[config.mk]
export PLATFORM = sky130hd
export DESIGN_NAME = imem_loader
export DESIGN_NICKNAME = d
export VERILOG_FILES = /design/src/rtl/imem_loader.sv
export SDC_FILE = /design/constraint.sdc
export NUM_CORES = 1
export LEC_CHECK = 0
export ABC_CLOCK_PERIOD_IN_PS = 2300
export CAP_MARGIN = 10
export CORE_MARGIN = 2
export CORE_UTILIZATION = 40
export DETAILED_ROUTE_END_ITERATION = 8
export GPL_TIMING_DRIVEN = 1
export SYNTH_ARGS = -nofsm -noshare
export SYNTH_HDL_FRONTEND = slang
export SYNTH_SLANG_ARGS = --single-unit
[constraint.sdc]
create_clock -name clk -period 2.3 [get_ports clk]
set_input_delay 0.575 -clock clk [delete_from_list [all_inputs] [get_ports clk]]
set_output_delay 0.575 -clock clk [all_outputs]
set_load 0.005 [all_outputs]
[src/rtl/imem_loader.sv]
// ---------------------------------------------------------------------------
// imem_loader
//
// Boot-time program writer for the single-cycle core's instruction memory.
// A byte stream arrives over a valid/ready handshake: a 16-bit little-endian
// word count, then that many little-endian 32-bit instructions. Each
// assembled instruction is written to instruction memory with a one-cycle
// strobe. The core is held in reset (cpu_rst low) until every word has been
// written, then released. A word count larger than DEPTH parks the loader in
// a sticky error state with the core still held in reset.
//
// Parameters
//   BASE_ADDR  byte address of the first written word
//   DEPTH      maximum number of words accepted
//
// Ports
//   clk         in   system clock, rising-edge
//   rst         in   asynchronous active-low reset
//   byte_valid  in   source presents byte_data this cycle
//   byte_data   in   stream byte
//   byte_ready  out  loader accepts a byte (registered)
//   imem_we     out  one-cycle instruction-memory write strobe
//   imem_addr   out  word-aligned byte address of the write
//   imem_wdata  out  instruction word being written
//   cpu_rst     out  active-low reset to the core, high once loading is done
//   done        out  load completed successfully (sticky)
//   error       out  header count exceeded DEPTH (sticky)
// ---------------------------------------------------------------------------
module imem_loader #(
    parameter logic [31:0] BASE_ADDR = 32'h0000_0000,
    parameter int          DEPTH     = 1024
) (
    input  logic        clk,
    input  logic        rst,
    input  logic        byte_valid,
    input  logic [7:0]  byte_data,
    output logic        byte_ready,
    output logic        imem_we,
    output logic [31:0] imem_addr,
    output logic [31:0] imem_wdata,
    output logic        cpu_rst,
    output logic        done,
    output logic        error
);

    typedef enum logic [2:0] {
        HDR_LO,
        HDR_HI,
        DATA,
        WRITE,
        DONE,
        ERR
    } state_t;

    // DEPTH widened by one bit so the range check cannot wrap.
    localparam logic [16:0] DEPTH_L = 17'(DEPTH);

    state_t      state;
    logic [15:0] count;
    logic [15:0] widx;
    logic [1:0]  lane;
    logic [23:0] word;

    logic        xfer;
    logic [15:0] hdr_count;
    logic [15:0] widx_next;

    assign xfer      = byte_valid & byte_ready;
    assign hdr_count = {byte_data, count[7:0]};
    assign widx_next = widx + 16'd1;

    // Byte address of word index idx; 32-bit arithmetic wraps naturally.
    function automatic logic [31:0] word_addr(input logic [15:0] idx);
        return BASE_ADDR + {14'd0, idx, 2'b00};
    endfunction

    // Outputs are registered alongside the state: every transition sets the
    // values the outputs must carry while the destination state is current,
    // so byte_ready is already low in the cycle a WRITE begins.
    always_ff @(posedge clk or negedge rst) begin
        if (!rst) begin
            state      <= HDR_LO;
            count      <= '0;
            widx       <= '0;
            lane       <= '0;
            word       <= '0;
            byte_ready <= 1'b0;
            imem_we    <= 1'b0;
            imem_addr  <= BASE_ADDR;
            imem_wdata <= '0;
            cpu_rst    <= 1'b0;
            done       <= 1'b0;
            error      <= 1'b0;
        end else begin
            imem_we <= 1'b0;

            case (state)
                HDR_LO: begin
                    byte_ready <= 1'b1;
                    if (xfer) begin
                        count[7:0] <= byte_data;
                        state      <= HDR_HI;
                    end
                end

                HDR_HI: begin
                    if (xfer) begin
                        count[15:8] <= byte_data;
                        if (hdr_count == 16'd0) begin
                            state      <= DONE;
                            byte_ready <= 1'b0;
                            done       <= 1'b1;
                            cpu_rst    <= 1'b1;
                        end else if ({1'b0, hdr_count} > DEPTH_L) begin
                            state      <= ERR;
                            byte_ready <= 1'b0;
                            error      <= 1'b1;
                        end else begin
                            state <= DATA;
                            lane  <= 2'd0;
                        end
                    end
                end

                DATA: begin
                    if (xfer) begin
                        lane <= lane + 2'd1;
                        if (lane == 2'd3) begin
                            // Fourth byte goes straight into the write data
                            // so the strobe can follow on the next cycle.
                            state      <= WRITE;
                            byte_ready <= 1'b0;
                            imem_we    <= 1'b1;
                            imem_addr  <= word_addr(widx);
                            imem_wdata <= {byte_data, word};
                        end else begin
                            word[8*lane +: 8] <= byte_data;
                        end
                    end
                end

                WRITE: begin
                    widx <= widx_next;
                    lane <= 2'd0;
                    if (widx_next == count) begin
                        state   <= DONE;
                        done    <= 1'b1;
                        cpu_rst <= 1'b1;
                    end else begin
                        state      <= DATA;
                        byte_ready <= 1'b1;
                    end
                end

                DONE: begin
                    byte_ready <= 1'b0;
                    done       <= 1'b1;
                    cpu_rst    <= 1'b1;
                end

                ERR: begin
                    byte_ready <= 1'b0;
                    error      <= 1'b1;
                    cpu_rst    <= 1'b0;
                end

                default: begin
                    state      <= HDR_LO;
                    byte_ready <= 1'b0;
                end
            endcase
        end
    end

endmodule

# Word level (Yosys, flattened, before mapping)
# Index checks and enable logic that the tools add are counted.
dict set report totals {
  register_bits 114
  in_bits 11
}
dict set report op_classes {
  n_addsub 3
  order_cmp 1
  eq_ne 18
  n_shift 2
  n_mux 33
  n_bitwise 3
  reduce_logical 17
}
# operator count
set op_table {}
lappend op_table {{$neg 5->34} 1}
lappend op_table {{$shift 8x34->24 const A} 1}
lappend op_table {{$shiftx 8x34->24} 1}
lappend op_table {{$bwmux 24} 1}
lappend op_table {{$mux 3} 7}
lappend op_table {{$ne 2x2->1 const B} 10}
lappend op_table {{$add 16x1->16 const B} 1}
lappend op_table {{$eq 16x16->1} 1}
lappend op_table {{$gt 16x11->1 const B} 1}
lappend op_table {{$logic_not 16->1} 1}
lappend op_table {{$mux 1} 15}
lappend op_table {{$pmux 3 s5} 1}
lappend op_table {{$reduce_and 5->1} 3}
lappend op_table {{$reduce_and 4->1} 3}
lappend op_table {{$mux 2} 4}
lappend op_table {{$pmux 1 s4} 2}
lappend op_table {{$eq 3x2->1 const B} 2}
lappend op_table {{$eq 3x3->1 const B} 2}
lappend op_table {{$pmux 2 s3} 1}
lappend op_table {{$reduce_and 3->1} 2}
lappend op_table {{$reduce_bool 3->1} 2}
lappend op_table {{$reduce_and 2->1} 2}
lappend op_table {{$reduce_bool 4->1} 1}
lappend op_table {{$eq 3x1->1 const B} 1}
lappend op_table {{10 further kinds} 11}

# Longest topological paths before layout
# Gate-level depths: netlist of run 1.
dict set report depth {
  word_depth 5
  depth_mapped 8
  ltp_nobuf 7
}

# Least setup slack after synthesis of run 1
# No wires, ideal clock.
dict set report synth_timing {
  path_type {input to register}
  from {in byte_data[1]}
  to {reg lane[0]}
  setup_ns 0.125
  t_arrival_ns 2.091
  t_required_ns 2.175
  slack_ns 0.083
  path_stages 6
  path_buffers 0
  path_cell_list {or4_1 -> nor4_4 -> or2b_1 -> a21oi_2 -> a211oi_4 -> mux2_4}
}
dict set report synth_between {
  elab_chain_cells 3
}
# element line
set synth_rtl {}
lappend synth_rtl {{start: declaration} 36} ;# input logic [7:0] byte_data,
lappend synth_rtl {{$gt 16x11->1 / $logic_not 16->1 (equally long branches)} {114, 109}}
lappend synth_rtl {{$ne 2x2->1 (no line)} --}
lappend synth_rtl {{$reduce_and 5->1 (no line) *} --}
lappend synth_rtl {{end signal: assignment} 127} ;# lane <= lane + 2'd1;
lappend synth_rtl {{end: declaration} 61} ;# logic [1:0] lane;
# Every way passes the cells marked *; elsewhere a longest branch is shown, timed or not.
# A chain may end at the register's enable or synchronous reset.

# Worst setup path after layout of run 1
dict set report layout_timing {
  from {in byte_data[6]}
  to {reg lane[0]}
}
# The elaborated chain is that of the path after synthesis.

==> metrics, run 1 <==
first-pass GRT wire length roughly 20000 um; Synth top cells by count dfrtp_1 (114), o21ai_0 (53), nand2_1 (47), mux2_2 (39), nand3_1 (34); Lkg Pwr ~3.3 nW; Initial Utilization 40.65%; reg-to-reg endpoint lane[0]; Final Wtd Congestion between 0.8 and 0.9; Yosys reg bits between 100 and 150; Worst Setup Path Type in -> reg; Total Power between 4 and 5 mW; Placed Cells approximately 750; largest net degree at the start of global routing 63; main area contributors after synthesis dfrtp_1 (53%), mux2_2 (8.2%), o21ai_0 (4.9%), nand2_1 (3.3%), nand3_1 (3.2%); CP endpoint kind flip-flop; worst path required time around 2.6 ns; final design utilization a little over half; vias in the first global route 3789; Hold Fails Final Rpt 0; nets@finish 611; Die Area between 0.01 and 0.015 mm^2; normalized max-slew margin 64.33%; Worst Setup SP byte_data[6]; drt drc 0; final instance area slightly above 0.007 mm^2; Worst-Margin Slew approximately 0.54 ns; CORE AREA 0.01319 mm^2; top cell type's share of synthesized area around 53%; Max FO, Critical Path 4; I/O Buffers 63; number of buffers created by CTS 17; postcts setup bufs 0; Clock Sinks approximately 110; DRT Pass-1 Iters 5; clk root buf clkbuf_16; Die H approximately 120 um; Routed wire per std cell 15.48 um; final setup TNS 0 ns; Skew-Pair Late Insertion Delay about 0.41 ns; IO Pins 80; initial antenna violation count 0; most common cell in the synthesized netlist dfrtp_1; row count 42; share of post-route cells with drive strength above 1 ~22%; worst hold path class in -> async; Final ANT Viol Nets 0; Setup WS post-layout around 0.11 ns; R2R Setup Slk 0.15 ns; Ys Warns 0; Data arrival, critical path around 2.5 ns; DR vias just under 4k; CTS tree yes; Iteration-0 DRC Markers 237; status finished, final reports clean; Post-synth EDFFs 0; worst hold slack roughly 0.14 ns; worst-case clock skew approximately 0.0095 ns; Final setup viols 0; RSZ-0062 raised after global routing no; highest clock rate about 460 MHz; CP Launch Type input port; Cell Area, Placed approximately 0.0064 mm^2; RR Startpoint count[0]; Netlist cell types 55; post-synthesis average cell area approximately 11 um^2; crit share post-route 95.23%; H-Tree Depth 4; fin cells around 800; # hold bufs at CTS 0; Register-to-Register Path Depth 6; P&R area growth vs syn 31.30%; Slew Limit Fails 0; Post-Synthesis Cells 499; Top FF cell, synth dfrtp_1; Post-synth ARST share 100.0%; P per Cell Area around 680 mW/mm^2; Post-Route WL about 12000 um; Die X about 120 um; max cap viols 0; CTS Buffer Depth 2; Mapped Area roughly 0.0054 mm^2; most area-hungry cell type in the Yosys netlist dfrtp_1; diode count 0; worst setup path end lane[0]; GRT Util Overall 18.05%; total grt overflow 0; Period minus WS final approximately 2.2 ns; register area share after synthesis 53.21%; Max rail drop VDD between 400 and 500 uV; Setup WS pre-CTS -0.4128 ns; DP HPWL around 8600 um; Worst-path clk slew roughly 0.060 ns; Vias/cell 4.973
==> state kept, by name, summed over array words and instances, names as in the netlist <==
| name | cells |
|---|---|
| widx | 16 |
| imem_addr | 16 |
| cpu_rst | 1 |
| lane | 2 |
| error | 1 |
| imem_we | 1 |
| done | 1 |
| imem_wdata | 32 |
| byte_ready | 1 |
| state | 3 |
| word | 24 |
| count | 16 |
==> routing by layer <==
layer | vias to the layer above | GRT usage, % | routed length [um]
met2 | 107 | 28.11 | 5845
met5 | - | 0 | 0
met3 | 9 | 3.802 | 489
li1 | 1872 | - | -
met4 | 0 | 6.029 | 130
met1 | 1906 | 25.22 | 5652
==> layout make-up <==
type	instances	area, um^2
Clock inverter	13	161.4
Fill cell	1183	6151
Sequential cell	114	2854
Tap cell	176	220.2
Clock buffer	19	432.9
Multi-Input combinational cell	326	2278
Timing Repair Buffer	104	975.9
Inverter	31	116.4
==> how the worst min path moves through the flow <==
stage                             start             end  slack (ns)
after detailed placement  imem_wdata[3]   imem_wdata[3]        0.47
final                               rst         imem_we        0.14
after global routing                rst  imem_wdata[22]        0.18
after global placement    imem_wdata[1]   imem_wdata[1]        0.46
after floorplan                     rst      byte_ready        0.28
after CTS                           rst         imem_we        0.16
==> kinds of logic after synthesis <==
logic type	share of synthesized area, %
flops	53.21
buf+inv	6.534
other cells	0.06994
compound gates	8.985
simple gates	14.80
fa+ha+maj	1.400
mux	9.218
xor+xnor	5.788
==> power breakdown <==
group / internal (mW) / switching, mW
Sequential: 2.01 / 0.000899
Clock: 1.70 / 0.937
Combinational: 0.0432 / 0.0852
Total: 3.75 / 1.02
==> repair_timing <==
item | in CTS | in global routing
gates resized for setup | 1 | 12
hold endpoints to repair | 0 | 0
pin swaps | 0 | 4
setup endpoints to repair | 1 | 7
gates cloned | 0 | 0
==> cells in the final DEF, fill, tap and decap left out, types with 14 or more instances in the layout <==
master           count
buf_4               39
clkbuf_16           17
clkdlybuf4s50_1     61
conb_1              16
dfrtp_1            113
inv_1               31
mux2_2              39
nand2_1             46
nand3_1             33
nor2_1              18
o21ai_0             52
xnor2_1             15
xor2_1              14
==> critical path, stage by stage <==
cell and delay [ns]:
clkdlybuf4s50_1 0.41, or4_1 0.59, nor2_2 0.22, a21oi_2 0.11, a211oi_4 0.25, mux2_4 0.32
No activity file was read; power rests on OpenSTA's default activity.
==> run 2: changes to the inputs <==
- CORE_UTILIZATION: 40 -> 50
- PLACE_DENSITY: not set -> 0.75
==> metrics, run 2 (synthesis results as in run 1) <==
DRT Pass-1 Iters 6; Initial Utilization between 50% and 60%; status finished, final reports clean; Worst Setup Path Type in -> reg; most common cell after layout, fill and taps aside dfrtp_1; # hold bufs at CTS 0; crit share post-route ~97%; first-pass GRT wire length about 21000 um; diode count 0; final design utilization between 60% and 70%; Register-to-Register Path Depth 6; post-cts resize count 0; RR Startpoint count[4]; nets@finish 613; H-Tree Depth 4; Data arrival, critical path around 2.7 ns; postcts setup bufs 0; Routed wire per std cell between 15 and 20 um; share of post-route cells with drive strength above 1 ~22%; final instance area approximately 0.007 mm^2; I/O Buffers 63; DP HPWL ~8000 um; reg-to-reg endpoint lane[0]; max cap viols 0; Setup WS pre-CTS -0.4081 ns; P&R area growth vs syn 30.36%; most frequent cells in the layout dfrtp_1 (114), clkdlybuf4s50_1 (62), o21ai_0 (53); drt drc 0; CTS tree yes; Worst-path clk slew 0.06 ns; Post-Route WL between 10000 and 15000 um; largest net degree at the start of global routing 75; Final Wtd Congestion 0.9122; Iteration-0 DRC Markers 323; worst-case clock skew around 0.0062 ns; Setup WS post-layout between 0.07 and 0.08 ns; IO Pins 80; Lkg Pwr between 3 and 4 nW; Total Power ~4.8 mW; fin cells roughly 750; worst setup path end lane[0]; Slew Limit Fails 0; initial antenna violation count 0; highest clock rate 449.2 MHz; CP endpoint kind flip-flop; clk root buf clkbuf_8; Die Area about 0.012 mm^2; Hold Fails Final Rpt 0; RSZ-0062 raised after global routing no; worst path required time 2.72 ns; total grt overflow 0; Worst-Margin Slew around 0.54 ns; Largest register FFs 32; Die X 107.6 um; CORE AREA just over 0.01 mm^2; Skew-Pair Late Insertion Delay between 0.5 and 0.6 ns; Reg with most FFs imem_wdata; Final ANT Viol Nets 0; row count 37; P per Cell Area between 600 and 700 mW/mm^2; Clock Sinks 114; Period minus WS final 2.226 ns; normalized max-slew margin between 60% and 70%; Max rail drop VDD ~470 uV; Die H between 100 and 150 um; GRT Util Overall roughly a quarter; Worst Setup SP byte_data[1]; Max FO, Critical Path 3; vias in the first global route 4100; Placed Cells 713; Cell Area, Placed around 0.0063 mm^2; Vias/cell around 5.4; worst hold path class in -> async; DR vias about 4k; R2R Setup Slk 0.10 ns; Final setup viols 0; CP Launch Type input port; CTS Buffer Depth 2; top flop regs imem_wdata: 32 flops, word: 24 flops; number of buffers created by CTS 17
[run 2: changes by cell type in the layout (fill, tap and decap cells not counted), sizes merged]
cell,before,now
inv,32,31
bufinv,3,4
clkinvlp,1,5
dlymetal6s2s,1,0
clkinv,8,4
clkdlybuf4s50,61,62
buf,42,44
[run 2: layout make-up]
type / count / area, um^2
clock buffers: 19 / 431.7
repair buffers: 106 / 988.4
multi-input cells: 326 / 2245
fillers: 805 / 3381
well taps: 136 / 170.2
inverters: 31 / 116.4
clock inverters: 13 / 185.2
flip-flops and latches: 114 / 2853
[run 2: how the worst min path moves through the flow]
stage / start / to / slack, ns / cells past startpoint
after detailed placement: imem_wdata[16] / imem_wdata[16] / 0.47 / 2
after global routing: rst / imem_we / 0.07 / 1
after floorplan: rst / byte_ready / 0.28 / 0
after global placement: imem_wdata[4] / imem_wdata[4] / 0.46 / 2
after CTS: rst / imem_we / 0.03 / 1
final: rst / imem_wdata[18] / 0.02 / 1
[run 2: layer usage]
metal  up-vias  wire (um)  track usage, %
met5         -          0               0
met4         0        411           12.45
met3        39        757           5.085
met2       129       5968           36.57
met1      1960       5467           31.79
li1       1866          -               -
[run 2: where the power goes]
| part | switching [mW] | total [mW] | internal, mW |
|---|---|---|---|
| Clock | 0.928 | 2.71 | 1.78 |
| Combinational | 0.0861 | 0.128 | 0.0421 |
| Sequential | 0.000842 | 2.01 | 2.01 |
| Total | 1.01 | 4.85 | 3.83 |
[run 2: metrics by stage]
| step | hold slack, ns | TNS (ns) |
|---|---|---|
| after CTS | 0.02954 | 0 |
| final | 0.02475 | 0 |
| after detailed placement | 0.4711 | -3.010 |
| after floorplan | 0.2794 | 0 |
| after global placement | 0.4619 | -2.593 |
| after global routing | 0.06844 | 0 |
[run 2: worst max-delay path, cell delays in order]
cell,delay [ns]
clkdlybuf4s50_1,0.44
or4_1,0.58
nor4_4,0.24
or2b_1,0.18
a21oi_2,0.08
a211oi_4,0.22
mux2_4,0.33
==> run 3: changes to the inputs <==
- ABC_CLOCK_PERIOD_IN_PS: 2300 -> 2750
- clock period: 2.3 -> 2.75 ns (I/O delays scaled with it)
==> metrics, run 3 (synthesis results as in run 1) <==
status finished, final reports clean; vias in the first global route ~3.9k; most common cell after layout, fill and taps aside dfrtp_1; worst hold path class in -> async; crit path cell chain nand4_2, nor4_1, mux2i_1, nor4_1, nand3_1, a22o_1; H-Tree Depth 4; IO Pins 80; clk root buf clkbuf_8; CP max stage cell nor4_1; Initial Utilization about half; initial antenna violation count 0; Worst-path clk slew about 0.060 ns; Iteration-0 DRC Markers between 150 and 200; DP HPWL between 8000 and 9000 um; Setup WS post-layout around 0.35 ns; CP Launch Type flip-flop; final setup TNS 0 ns; CP max stage delay slightly below 0.6 ns; Skew-Pair Late Insertion Delay 0.52 ns; first-pass GRT wire length about 20000 um; Worst-Margin Slew 0.5449 ns; number of buffers created by CTS 17; Post-Route WL 11980 um; Max rail drop VDD ~470 uV; fin cells 731; Fillers 806; Final setup viols 0; top flop regs imem_wdata: 32 flops, word: 24 flops; most frequent cells in the layout dfrtp_1 (114), clkdlybuf4s50_1 (62), o21ai_0 (53); crit share post-route around 87%; Placed Cells 700; area occupied by registers 0.002853 mm^2; Period minus WS final approximately 2.4 ns; Lkg Pwr 3.180 nW; post-cts resize count 0; Setup WS pre-CTS -0.05607 ns; Clock Sinks around 110; Final Wtd Congestion roughly 0.93; normalized max-slew margin a little under two thirds; Die Area about 0.012 mm^2; CORE AREA around 0.010 mm^2; Reg with most FFs imem_wdata; DR vias between 3k and 4k; CP most frequent cell nor4_1; row count 37; Max FO, Critical Path 12; nets@finish 600; Die X approximately 110 um; Worst Setup Path Type reg -> reg; Total Power about 3.9 mW; P&R area growth vs syn 26.74%; Hold Fails Final Rpt 0; max cap viols 0; worst path required time about 3.2 ns; Vias/cell between 5 and 6; share of post-route cells with drive strength above 1 between 10% and 20%; Largest register FFs 32; DRT Pass-1 Iters 4; worst-case clock skew between 0.01 and 0.015 ns; highest clock rate about 420 MHz; GRT Util Overall around 22%; CTS tree yes; Data arrival, critical path 2.81 ns; Slew Limit Fails 0; Routed wire per std cell 16.39 um; Final ANT Viol Nets 0; CTS Buffer Depth 2; total grt overflow 0; drt drc 0; postcts setup bufs 0; largest net degree at the start of global routing 45; diode count 0; Die H ~110 um; CP endpoint kind flip-flop; Multi-input gate area roughly 0.0022 mm^2; P per Cell Area roughly 570 mW/mm^2; RSZ-0062 raised after global routing no; # hold bufs at CTS 0; I/O Buffers 63
[run 3: path summary, 6_finish.rpt]
| path | from | end | slack, ns | cells after the start |
|---|---|---|---|---|
| min in group clk | imem_wdata[7] | imem_wdata[7] | 0.48 | 2 |
| worst min-delay path | rst | imem_wdata[16] | 0.14 | 1 |
| worst max register to register | widx[3] | byte_ready | 0.35 | 6 |
| max in group asynchronous | rst | imem_addr[8] | 2.00 | 2 |
| worst min register to register | imem_wdata[7] | imem_wdata[7] | 0.48 | 2 |
| worst max-delay path | widx[3] | byte_ready | 0.35 | 6 |
[run 3: per-layer routing]
layer	part of all wire (%)	global-route usage (%)	vias to the layer above
met5	0	0	-
met4	2.1	9.615	0
met3	6.5	4.419	21
met2	48	35.80	122
met1	43	30.11	1935
li1	-	-	1844
[run 3: cell type report]
| cell class | instances | share of cell area, % |
|---|---|---|
| clock inverters | 11 | 1.657 |
| clock buffers | 20 | 6.555 |
| repair buffers | 93 | 12.93 |
| flip-flops and latches | 114 | 41.98 |
| multi-input cells | 326 | 32.66 |
| inverters | 31 | 1.712 |
| well taps | 136 | 2.504 |
[run 3: power breakdown]
| part | total, mW | switching (mW) | internal [mW] |
|---|---|---|---|
| combinational | 0.102 | 0.0689 | 0.0330 |
| clock | 2.07 | 0.756 | 1.32 |
| sequential | 1.68 | 0.000684 | 1.68 |
[run 3: through the flow]
stage                     cell area (um^2)  hold slack [ns]  utilization, %
after floorplan                       5418           0.3919               -
after global placement                6237           0.4623           60.15
after detailed placement              6237           0.4693           60.15
after CTS                             6795           0.1534           65.53
after global routing                  6795           0.1803           65.53
final                                 6795           0.1396           65.53
[run 3: worst max-delay path: cells and delay by family, from the launching register on]
family,cells,cell delay [ns]
muxes,1,0.18
DFF,1,0.55
and+or+nand+nor,4,1.32
AOI/OAI and AO/OA,1,0.23
